**src/rtl/common.sv**
```systemverilog
// Shared types for the execute-side pipeline: data words, ALU opcodes,
// register indices and the operand-stage state encoding.
package common;
    localparam int DATA_W             = 32;
    localparam int IMEM_ADDR_W        = 32;
    localparam int DEFAULT_REG_ADDR_W = 5;

    typedef logic [DATA_W-1:0]             data_t;
    typedef logic [IMEM_ADDR_W-1:0]        instruction_memory_address_t;
    typedef logic [DEFAULT_REG_ADDR_W-1:0] reg_addr_t;

    typedef enum logic [3:0] {
        ALU_ADD  = 4'd0,
        ALU_SUB  = 4'd1,
        ALU_AND  = 4'd2,
        ALU_OR   = 4'd3,
        ALU_XOR  = 4'd4,
        ALU_SLT  = 4'd5,
        ALU_SLL  = 4'd6,
        ALU_SRL  = 4'd7,
        ALU_SRA  = 4'd8,
        ALU_ADDI = 4'd9,
        ALU_LUI  = 4'd10
    } alu_instruction_t;

    typedef enum logic [1:0] {
        IDLE  = 2'd0,
        FETCH = 2'd1,
        VALID = 2'd2
    } operand_state_t;
endpackage

```
**src/rtl/operand_bypass_mux.sv**
```systemverilog
// Per-operand source select: forced zero, then live writeback, then the
// writeback seen at accept time, then the register-file read data.
module operand_bypass_mux
    import common::*;
(
    input  logic  force_zero_i,
    input  logic  wb_hit_i,
    input  data_t wb_data_i,
    input  logic  pend_valid_i,
    input  data_t pend_data_i,
    input  data_t rf_data_i,
    output data_t operand_o
);
    always_comb begin
        operand_o = rf_data_i;
        if (force_zero_i) begin
            operand_o = '0;
        end else if (wb_hit_i) begin
            operand_o = wb_data_i;
        end else if (pend_valid_i) begin
            operand_o = pend_data_i;
        end
    end
endmodule

```
**src/rtl/alu_operand_stage.sv**
```systemverilog
// Operand-fetch stage ahead of the ALU: reads rs1/rs2 from the synchronous RF,
// applies writeback bypass, and holds a registered bundle under valid/ready.
module alu_operand_stage
    import common::*;
#(
    parameter int NUM_REGS   = 32,
    parameter int REG_ADDR_W = 5
) (
    input  logic                        clk,
    input  logic                        rst_n,
    input  logic                        in_valid,
    output logic                        in_ready,
    input  instruction_memory_address_t in_pc,
    input  alu_instruction_t            in_instr,
    input  logic [REG_ADDR_W-1:0]       in_rs1,
    input  logic [REG_ADDR_W-1:0]       in_rs2,
    input  logic [REG_ADDR_W-1:0]       in_rd,
    input  logic                        in_uses_rs2,
    input  data_t                       in_imm,
    output logic [REG_ADDR_W-1:0]       rf_rd_addr1,
    output logic [REG_ADDR_W-1:0]       rf_rd_addr2,
    input  data_t                       rf_rd_data1,
    input  data_t                       rf_rd_data2,
    input  logic                        wb_valid,
    input  logic [REG_ADDR_W-1:0]       wb_rd,
    input  data_t                       wb_data,
    output logic                        out_valid,
    input  logic                        out_ready,
    output instruction_memory_address_t out_pc,
    output alu_instruction_t            out_instr,
    output data_t                       out_op1,
    output data_t                       out_op2,
    output data_t                       out_imm,
    output logic [REG_ADDR_W-1:0]       out_rd
);
    if (REG_ADDR_W != $clog2(NUM_REGS)) begin : g_bad_cfg
        $error("REG_ADDR_W must equal clog2(NUM_REGS)");
    end

    operand_state_t              state_q, state_d;
    logic                        accept, capture, hold;
    instruction_memory_address_t pc_q, out_pc_q;
    alu_instruction_t            instr_q, out_instr_q;
    data_t                       imm_q, out_imm_q;
    logic [REG_ADDR_W-1:0]       rd_q, out_rd_q;
    logic                        uses_rs2_q;
    logic [REG_ADDR_W-1:0]       rs_q [2];
    logic [REG_ADDR_W-1:0]       in_rs [2];
    logic [1:0]                  pend_q;
    data_t                       pend_data_q [2];
    data_t                       rf_data [2];
    data_t                       fetch_op [2];
    data_t                       out_op_q [2];
    logic [1:0]                  in_hit, hold_hit;

    assign in_ready    = ((state_q == IDLE) || ((state_q == VALID) && out_ready)) && rst_n;
    assign accept      = in_valid && in_ready;
    assign out_valid   = (state_q == VALID);
    assign rf_rd_addr1 = in_rs1;
    assign rf_rd_addr2 = in_rs2;
    assign in_rs[0]    = in_rs1;
    assign in_rs[1]    = in_rs2;
    assign rf_data[0]  = rf_rd_data1;
    assign rf_data[1]  = rf_rd_data2;

    always_comb begin
        state_d = state_q;
        capture = 1'b0;
        hold    = 1'b0;
        case (state_q)
            IDLE: begin
                if (accept) state_d = FETCH;
            end
            FETCH: begin
                state_d = VALID;
                capture = 1'b1;
            end
            VALID: begin
                if (out_ready) begin
                    state_d = accept ? FETCH : IDLE;
                end else begin
                    hold = 1'b1;
                end
            end
            default: state_d = IDLE;
        endcase
    end

    for (genvar gi = 0; gi < 2; gi++) begin : g_op
        logic zero, live_hit;
        assign zero         = (rs_q[gi] == '0) || ((gi == 1) && !uses_rs2_q);
        assign live_hit     = wb_valid && (wb_rd == rs_q[gi]);
        // The RF returns the old value when written in the accept cycle.
        assign in_hit[gi]   = wb_valid && (wb_rd != '0) && (wb_rd == in_rs[gi]);
        assign hold_hit[gi] = hold && live_hit && !zero;

        operand_bypass_mux u_mux (
            .force_zero_i (zero),
            .wb_hit_i     (live_hit),
            .wb_data_i    (wb_data),
            .pend_valid_i (pend_q[gi]),
            .pend_data_i  (pend_data_q[gi]),
            .rf_data_i    (rf_data[gi]),
            .operand_o    (fetch_op[gi])
        );
    end

    always_ff @(posedge clk or negedge rst_n) begin
        if (!rst_n) begin
            state_q     <= IDLE;
            pc_q        <= '0;
            instr_q     <= ALU_ADD;
            imm_q       <= '0;
            rd_q        <= '0;
            uses_rs2_q  <= 1'b0;
            pend_q      <= '0;
            out_pc_q    <= '0;
            out_instr_q <= ALU_ADD;
            out_imm_q   <= '0;
            out_rd_q    <= '0;
            for (int i = 0; i < 2; i++) begin
                rs_q[i]        <= '0;
                pend_data_q[i] <= '0;
                out_op_q[i]    <= '0;
            end
        end else begin
            state_q <= state_d;
            if (accept) begin
                pc_q       <= in_pc;
                instr_q    <= in_instr;
                imm_q      <= in_imm;
                rd_q       <= in_rd;
                uses_rs2_q <= in_uses_rs2;
                pend_q     <= in_hit;
                for (int i = 0; i < 2; i++) begin
                    rs_q[i]        <= in_rs[i];
                    pend_data_q[i] <= wb_data;
                end
            end
            if (capture) begin
                out_pc_q    <= pc_q;
                out_instr_q <= instr_q;
                out_imm_q   <= imm_q;
                out_rd_q    <= rd_q;
            end
            for (int i = 0; i < 2; i++) begin
                if (capture) begin
                    out_op_q[i] <= fetch_op[i];
                end else if (hold_hit[i]) begin
                    out_op_q[i] <= wb_data;
                end
            end
        end
    end

    assign out_pc    = out_pc_q;
    assign out_instr = out_instr_q;
    assign out_op1   = out_op_q[0];
    assign out_op2   = out_op_q[1];
    assign out_imm   = out_imm_q;
    assign out_rd    = out_rd_q;
endmodule

```
**config.mk**
```make
export PLATFORM = sky130hd
export DESIGN_NAME = alu_operand_stage
export DESIGN_NICKNAME = d
export VERILOG_FILES = /design/src/rtl/common.sv /design/src/rtl/operand_bypass_mux.sv /design/src/rtl/alu_operand_stage.sv
export SDC_FILE = /design/constraint.sdc
export NUM_CORES = 1
export LEC_CHECK = 0
export CORE_UTILIZATION = 35
export DETAILED_ROUTE_END_ITERATION = 10
export PLACE_DENSITY = 0.66
export SLEW_MARGIN = 40
export SYNTH_ARGS = -nofsm -noshare
export SYNTH_HDL_FRONTEND = slang
export SYNTH_SLANG_ARGS = --single-unit
```
**constraint.sdc**
```tcl
create_clock -name clk -period 2.6 [get_ports clk]
set_input_delay 0.26 -clock clk [delete_from_list [all_inputs] [get_ports clk]]
set_output_delay 0.26 -clock clk [all_outputs]
set_load 0.01 [all_outputs]
```
Yosys cells after proc, flatten, opt, wreduce, memory -nomap -nowiden
Index checks and enable logic that the tools add are counted.
{ "word_totals": {"latch_bits": 0, "ram_bits": 0, "ff_bits": 257, "mem_count": 0, "rom_bits": 0, "out_inout_bits": 149, "elab_cells": 65} }
{ "op_classes": {"n_shift": 0, "n_eq_ne": 8, "addsub": 0, "n_mux": 17, "reduce_logical": 24, "n_div": 0, "order_cmp": 0, "mul": 0, "bitwise": 0} }
{ "op_table": {"columns": ["operator", "n"], "rows": [
  ["$mux W32", 10],
  ["$eq A5 B5 Y1", 4],
  ["$logic_and A1 B1 Y1", 12],
  ["$logic_not A5 Y1", 2],
  ["$pmux W2 S3", 1],
  ["$reduce_bool A5 Y1", 1],
  ["$mux W1", 4],
  ["$mux W2", 2],
  ["$reduce_bool A2 Y1", 2],
  ["$logic_not A1 Y1", 3],
  ["$eq A2 B1 Y1 const B", 1],
  ["$eq A2 B2 Y1 const B", 1],
  ["$logic_not A2 Y1", 1],
  ["$logic_or A1 B1 Y1", 2],
  ["$ne A2 B1 Y1 const B", 1],
  ["$ne A2 B2 Y1 const B", 1],
  ["$reduce_and A2 Y1", 1]
]} }

Longest topological paths before layout
{ "depth": {"word_depth": 8, "ltp_mapped": 7, "mapped_depth_nobuf": 5} }

Cells and area by module
A second synthesis with hierarchy kept.
{ "hier_totals": {"hier_cells": 1056, "area_unflattened_um2": 12229.2} }
{ "modules_own_cells": {"columns": ["mod", "area_per_inst_um2", "seq_area_each_um2", "n_inst", "cells_per_inst"], "rows": [
  ["alu_operand_stage", 10490.1, 6431.2, 1, 836],
  ["operand_bypass_mux", 869.6, 0.0, 2, 110]
]} }

Least setup slack after synthesis
No wires, ideal clock.
{ "synth_path": {"path_type": "register -> register", "startpoint": "register state_q[0]", "endpoint": "register out_op_q, in the netlist out_op1[10]", "synth_period_minus_slack_ns": 1.825, "n_path_buf": 1, "path_stages_with_launch": 6, "arrival_time_ns": 1.699, "setup_ns": 0.126, "setup_slack_ns": 0.775, "cell_sequence": "dfrtp_1 -> nor2b_1 -> nand2b_1 -> o41a_1 -> buf_6 -> a221o_1"} }
{ "synth_between": {"elab_chain_len": 5} }
{ "synth_rtl": {"columns": ["element", "line", "rtl"], "rows": [
  ["start: declaration", "alu_operand_stage.sv:40", "operand_state_t state_q, state_d;"],
  ["start signal: assignment", "alu_operand_stage.sv:127", "state_q <= state_d;"],
  ["$eq A2 B2 Y1", null, null],
  ["via out_valid", "alu_operand_stage.sv:27", "output logic out_valid,"],
  ["$mux W1", "alu_operand_stage.sv:70", "case (state_q)"],
  ["$logic_and A1 B1 Y1 (2 in series)", "alu_operand_stage.sv:95", "assign hold_hit[gi] = hold && live_hit && !zero;"],
  ["$reduce_bool A2 Y1 (no line)", null, null],
  ["end signal: indexed assignment", "alu_operand_stage.sv:148", "out_op_q[i] <= fetch_op[i];"],
  ["end signal: indexed assignment", "alu_operand_stage.sv:150", "out_op_q[i] <= wb_data;"],
  ["end: declaration", "alu_operand_stage.sv:53", "data_t out_op_q [2];"]
]} }
The timed path passes the listed nets, and every way through them passes these cells.
A chain may end at the register's enable or synchronous reset.

Final worst setup path
{ "layout_path": {"startpoint": "register state_q[1]", "endpoint": "output port in_ready"} }
{ "layout_between": {"elab_chain_len": 4} }
{ "layout_rtl": {"columns": ["element", "line", "rtl"], "rows": [
  ["$eq A2 B2 Y1", "alu_operand_stage.sv:56", "assign in_ready = ((state_q == IDLE) || ((state_q == VALID) && out_ready)) && rst_n;"],
  ["$logic_and A1 B1 Y1", "alu_operand_stage.sv:56", null],
  ["$logic_or A1 B1 Y1 (*)", "alu_operand_stage.sv:56", null],
  ["$logic_and A1 B1 Y1 (*)", "alu_operand_stage.sv:56", null],
  ["end: declaration", "alu_operand_stage.sv:12", "output logic in_ready,"]
]} }
Mark *: on every way between the ends. The rest lies on a longest branch, timed or not.

==> impl_metrics.json <==
{
  "ys_types": 33,
  "routed_via_density": 4.94,
  "met3_wirelength_um": 3230,
  "synth.net_count": 1099,
  "ir_worst_vdd_v": 0.000529,
  "max-cap-violations": 0,
  "setup-tns-final_ps": 0,
  "seq_area_um2": 6430,
  "cts_setup_buffers": 0,
  "dominant_cell_by_count_in_the_synthesized_netlist": "dfrtp_1",
  "type_of_destination_of_the_critical_path": "output port",
  "antenna_found_initial": 2,
  "post_cts_resized": 0,
  "worst_slew_pin_slew_ps": 682,
  "tritoncts": "done",
  "number_of_failing_setup_endpoints_in_the_final_timing_report": 0,
  "floorplan.initialDensity_pct": 35.5,
  "num_vias": 8135,
  "design.portCount": 339,
  "achievable-frequency_mhz": 408,
  "r2r_start": "state_q[1]",
  "routabilityCongestion": 0.813,
  "cts_sink_cnt": 257,
  "num-fill-cells": 2665,
  "core-area_um2": 30600,
  "path_clk_slew_ps": 60,
  "post-route-util_pct": 51.5,
  "fin_skew_ps": 7.50,
  "worstRegToRegCells": 5,
  "h-tree-depth": 1,
  "highest-signal-layer": "met4",
  "critPathMaxStageDelay_ps": 680,
  "grt_pass1_vias": 8380,
  "drt_pre_antenna_iters": 4,
  "min_to": "imm_q[29]",
  "synth_top_cells_by_area": "dfrtp_1, mux2_2, nand2_1, a221o_1, mux2i_1",
  "overall_die_area_um2": 31800,
  "count_of_pins_over_their_slew_limit": 0,
  "synth_sequential_area_ratio_pct": 59.2,
  "timing.critical_path.fanout_max": 4,
  "yosys_register_bits": 257,
  "outcome": "completed",
  "min_path_type": "in -> reg",
  "synth_area_um2": 10900,
  "hpwlAfterDp_um": 20500,
  "placement.io_buffers": 338,
  "finalHoldViolCount": 0,
  "synth_area_leader_cell": "dfrtp_1",
  "crit_slowest_cell": "clkdlybuf4s50_1",
  "synthDominantCellAreaShare_pct": 59.2,
  "first_drt_iteration_drcs": 484,
  "fp.dieW_um": 178,
  "final_min_period_over_clock_period_pct": 94.3,
  "grt_remaining_overflow": 0,
  "post_synth_inst_count": 909,
  "synth_warnings": 0,
  "critPathRequiredTime_ps": 2340,
  "synthArstFlopShare_pct": 100,
  "worst_hold_startpoint": "in_imm[29]",
  "slew-limit-headroom_pct": 54.6,
  "worst_r2r_endpoint": "out_op1[26]",
  "synth-edff-count": 0,
  "critical_path_arrival_ps": 2190,
  "ctsLongestPathBuffers": 3,
  "share_of_cells_above_drive_strength_1_pct": 15.8,
  "worst_path_dominant_cell_family": "buffers and inverters",
  "detail_route.wl_per_cell_um": 18.6,
  "drc": 0,
  "die-height_um": 178,
  "clk_latency_ps": 540,
  "critical_path_stages": 3,
  "std_cell_rows": 64,
  "crit_path_cell_trace": "nor2b_1 > nor3b_1 > clkdlybuf4s50_1",
  "p_per_area_nw_per_um2": 863,
  "grt_max_degree": 140,
  "drt-total-wl_um": 30600,
  "route.layer.met1.wl_um": 12700,
  "global_route.usage.total_pct": 19.2,
  "power_leakage_nw": 6.80,
  "post-route-min-period_ps": 2450,
  "start_kind": "register",
  "syn-mean-instance-area_um2": 12.0,
  "setup.reg_to_reg.worst_slack_ps": 540,
  "place_ws_ps": 119,
  "holdWs_ps": 329,
  "finalWorstSetupSlack_ps": 147,
  "area_delta_synth_final_pct": 44.8,
  "clk_root_buffer_cell": "clkbuf_16",
  "met2RoutedLength_um": 13900,
  "class_of_the_most_critical_setup_path": "reg -> out",
  "whs_path_depth": 2,
  "cts_buffers": 29,
  "rsz0062_at_grt": "no",
  "ys.flop_type": "dfrtp_1",
  "yosys-top-cells-count": "dfrtp_1, nand2_1, mux2_2, nor2_1",
  "nNetsFinal": 1417,
  "multi_input_logic_area_um2": 4120,
  "grt_first_pass_wirelength_um": 47500,
  "antenna_left": 0,
  "timing.critical_path.buf_inv": 1
}
==> worst max path at each step <==
stage / from / endpoint / slack (ps)
after global placement: wb_rd[0] / out_op1[24] / 160
after CTS: state_q[1] / in_ready / 90
after detailed placement: wb_rd[0] / out_op1[27] / 120
after global routing: state_q[1] / in_ready / 10
final: state_q[1] / in_ready / 150
after floorplan: state_q[0] / out_op1[10] / 780
==> power breakdown <==
part           total [mW]  switching [mW]  internal [mW]
sequential           5.73           0.648           5.08
clock                4.16            1.65           2.51
combinational        3.70            1.47           2.24
==> placed cells by master, fill, tap and decap left out, drive strengths merged, types with 12 or more instances in the layout <==
cell type / n
clkdlybuf4s50: 337
xor2: 12
nor2: 67
nand2: 224
mux2i: 64
dfrtp: 257
a221o: 64
mux2: 116
buf: 19
clkbuf: 38
==> cells by family (layout without fill, tap and decap cells) <==
group / Yosys count / count (layout) / synth area share (%)
other: 0 / 2 / 0
AO/OA/AOI/OAI: 72 / 72 / 6.47
buffers and inverters: 71 / 411 / 3.30
AND/OR/NAND/NOR: 309 / 309 / 11.3
XOR/XNOR: 20 / 20 / 1.89
flip-flops: 257 / 257 / 59.2
multiplexers: 180 / 180 / 17.9
==> routing by layer <==
| metal | track usage (%) | vias up |
|---|---|---|
| li1 | - | 3778 |
| met1 | 24.7 | 3986 |
| met2 | 30.5 | 315 |
| met3 | 6.71 | 56 |
| met4 | 5.37 | 0 |
| met5 | 0 | - |
==> registers in the layout, summed over array words and instances (netlist names) <==
register and cells:
imm_q 32, out_imm 32, out_op1 32, out_op2 32, out_pc 32, pc_q 32
pend_data_q 32, rs_q 10, out_rd 5, rd_q 5, instr_q 4, out_instr 4
pend_q 2, state_q 2, uses_rs2_q 1
==> layout make-up <==
type                    count  area share (%)
repair buffers            357            23.5
diodes                      2          0.0318
flip-flops and latches    257            40.9
well taps                 396            3.15
multi-input cells         581            26.2
clock buffers              38            5.21
inverters                   1          0.0238
clock inverters            15            1.05
==> through the flow <==
step	instances	area (um^2)	power, mW
final	1647	15700	13.6
after global routing	1645	15700	14.3
after CTS	1644	15700	13.8
after detailed placement	1590	14700	9.52
after global placement	1588	14700	9.42
after floorplan	909	10900	7.26
==> timing repair <==
item / CTS / global route
hold buffers: 1 / 0
hold endpoints to repair: 118 / 0
setup endpoints to repair: 0 / 0
No activity file was read; power rests on OpenSTA's default activity.
==> patch (same settings) <==
Re-encode `operand_state_t` (3 states) as one-hot, 3 bits wide.
--- a/src/rtl/common.sv
+++ b/src/rtl/common.sv
@@ -23,10 +23,10 @@
         ALU_LUI  = 4'd10
     } alu_instruction_t;
 
-    typedef enum logic [1:0] {
-        IDLE  = 2'd0,
-        FETCH = 2'd1,
-        VALID = 2'd2
+    typedef enum logic [2:0] {
+        IDLE  = 3'b001,
+        FETCH = 3'b010,
+        VALID = 3'b100
     } operand_state_t;
 endpackage
 
Behaviour: same outputs for any inputs over 4 cycles, from zero or initial values and one cycle with rst_n low; so few cycles prove little.
==> patch against the unedited design <==
  * Via count is 6.5% lower
  * Worst setup slack improved by 0.069 ns
  * Critical path depth up 1
  * First-iteration DRC count is 11% lower
  * Final area down 0.26%
  * Routed wire length down 2.5%
  * Worst hold slack got worse by 0.021 ns
  * Total power grew 9.7%
  * Sequential cell count is 1 higher
  * Synthesized area up 0.12%
  * Highest routed layer is now met5
  * Sequential power up 9.2%
==> patch: results (changes against the unedited design) <==
Synthesis
  • Syn nets: 952 (was 1099)
  • Post-synth top cells: 257 x dfrtp_1, 165 x mux2_2, 67 x nor2_1, 64 x a221o_1, 64 x mux2i_1 (was 257 x dfrtp_1, 224 x nand2_1, 116 x mux2_2, 67 x nor2_1)
  • Complex-gate fraction of the synthesized area: 6.85% (was 6.47%)
  • Sequential fraction of the synthesis area: 59.3% (was 59.2%)
  • Avg Inst Size Synth: 14.3 sq um (was 12.0 sq um)
  • Largest cells by area after synthesis: dfrtp_1 59%, mux2_2 17%, a221o_1 5.9% (was dfrtp_1 59%, mux2_2 12%, nand2_1 7.7%)

STA
  • Setup Skew: 0.0135 ns (was 0.00750 ns)
  • Final period utilization: 91.7% (was 94.3%)
  • Hold WS: 0.308 ns (was 0.329 ns)

Placement
  • Post-placement cell area: 14800 sq um (was 14700 sq um)
  • Post-DP HPWL: 20.3 mm (was 20.5 mm)

GRT
  • First-pass GRT wire length: 45.0 mm (was 47.5 mm)
  • Largest net degree at the start of global routing: 79 (was 140)
  • Tot GR Track Use: 18.4% (was 19.2%)
  • Vias in the first global route: 7843 (was 8380)
  • Initial antenna violation count: 3 (was 2)

Final layout
  • Share of post-route cells with drive strength above 1: 21.7% (was 15.8%)
  • # nets final: 1281 (was 1417)
  • Number of fill cells: 2646 (was 2665)

Detailed routing
  • DR iter-0 viols: 431 (was 484)
  • Via count: 7605 (was 8135)

Worst setup path
  • Register-to-Register Path Depth: 7 (was 5)
  • Slowest cell on crit path: dfstp_2 (was clkdlybuf4s50_1)
  • Worst Setup SP: state_q[0]$_DFFE_PN1P_ (was state_q[1]$_DFFE_PN0P_)
  • Crit path DAT: 2.12 ns (was 2.19 ns)
  • Reg2reg end: pend_q[1]$_DFFE_PN0P_ (was out_op1[26]$_DFFE_PN0P_)

Pwr
  • VDD IR max: 0.590 mV (was 0.529 mV)

Status
  • Outcome: complete, no violations (unchanged)
## patch: where the power goes
group	internal (uW)	leakage (uW)	switching (uW)
logic	3010	0.00280	1620
clock network	2400	0.000451	1620
registers	5430	0.00315	826
## patch: final cells by class
cell class                 count  share of cell area [%]
sequential                   258                    41.1
multi-input combinational    438                    26.1
timing repair buffer         361                    23.5
clock buffer                  45                    5.32
tap                          396                    3.16
clock inverter                 8                   0.629
inverter                       3                  0.0717
antenna                        3                  0.0478
## patch: routing by layer
layer  vias up  global-route usage [%]  part of all wire [%]
met4         2                    5.65                   2.5
met2       288                    29.8                    47
li1       3446                       -                     -
met3        45                    5.67                   8.7
met5         -                       0                 0.054
met1      3824                    23.4                    42
## patch: worst reg2reg max path, cell delays in order (launching register included)
cell	delay [ns]
dfstp_2	0.60
nand3b_1	0.12
a21oi_1	0.07
buf_4	0.17
nand2_4	0.08
buf_4	0.49
nor3_1	0.20
a32o_1	0.29
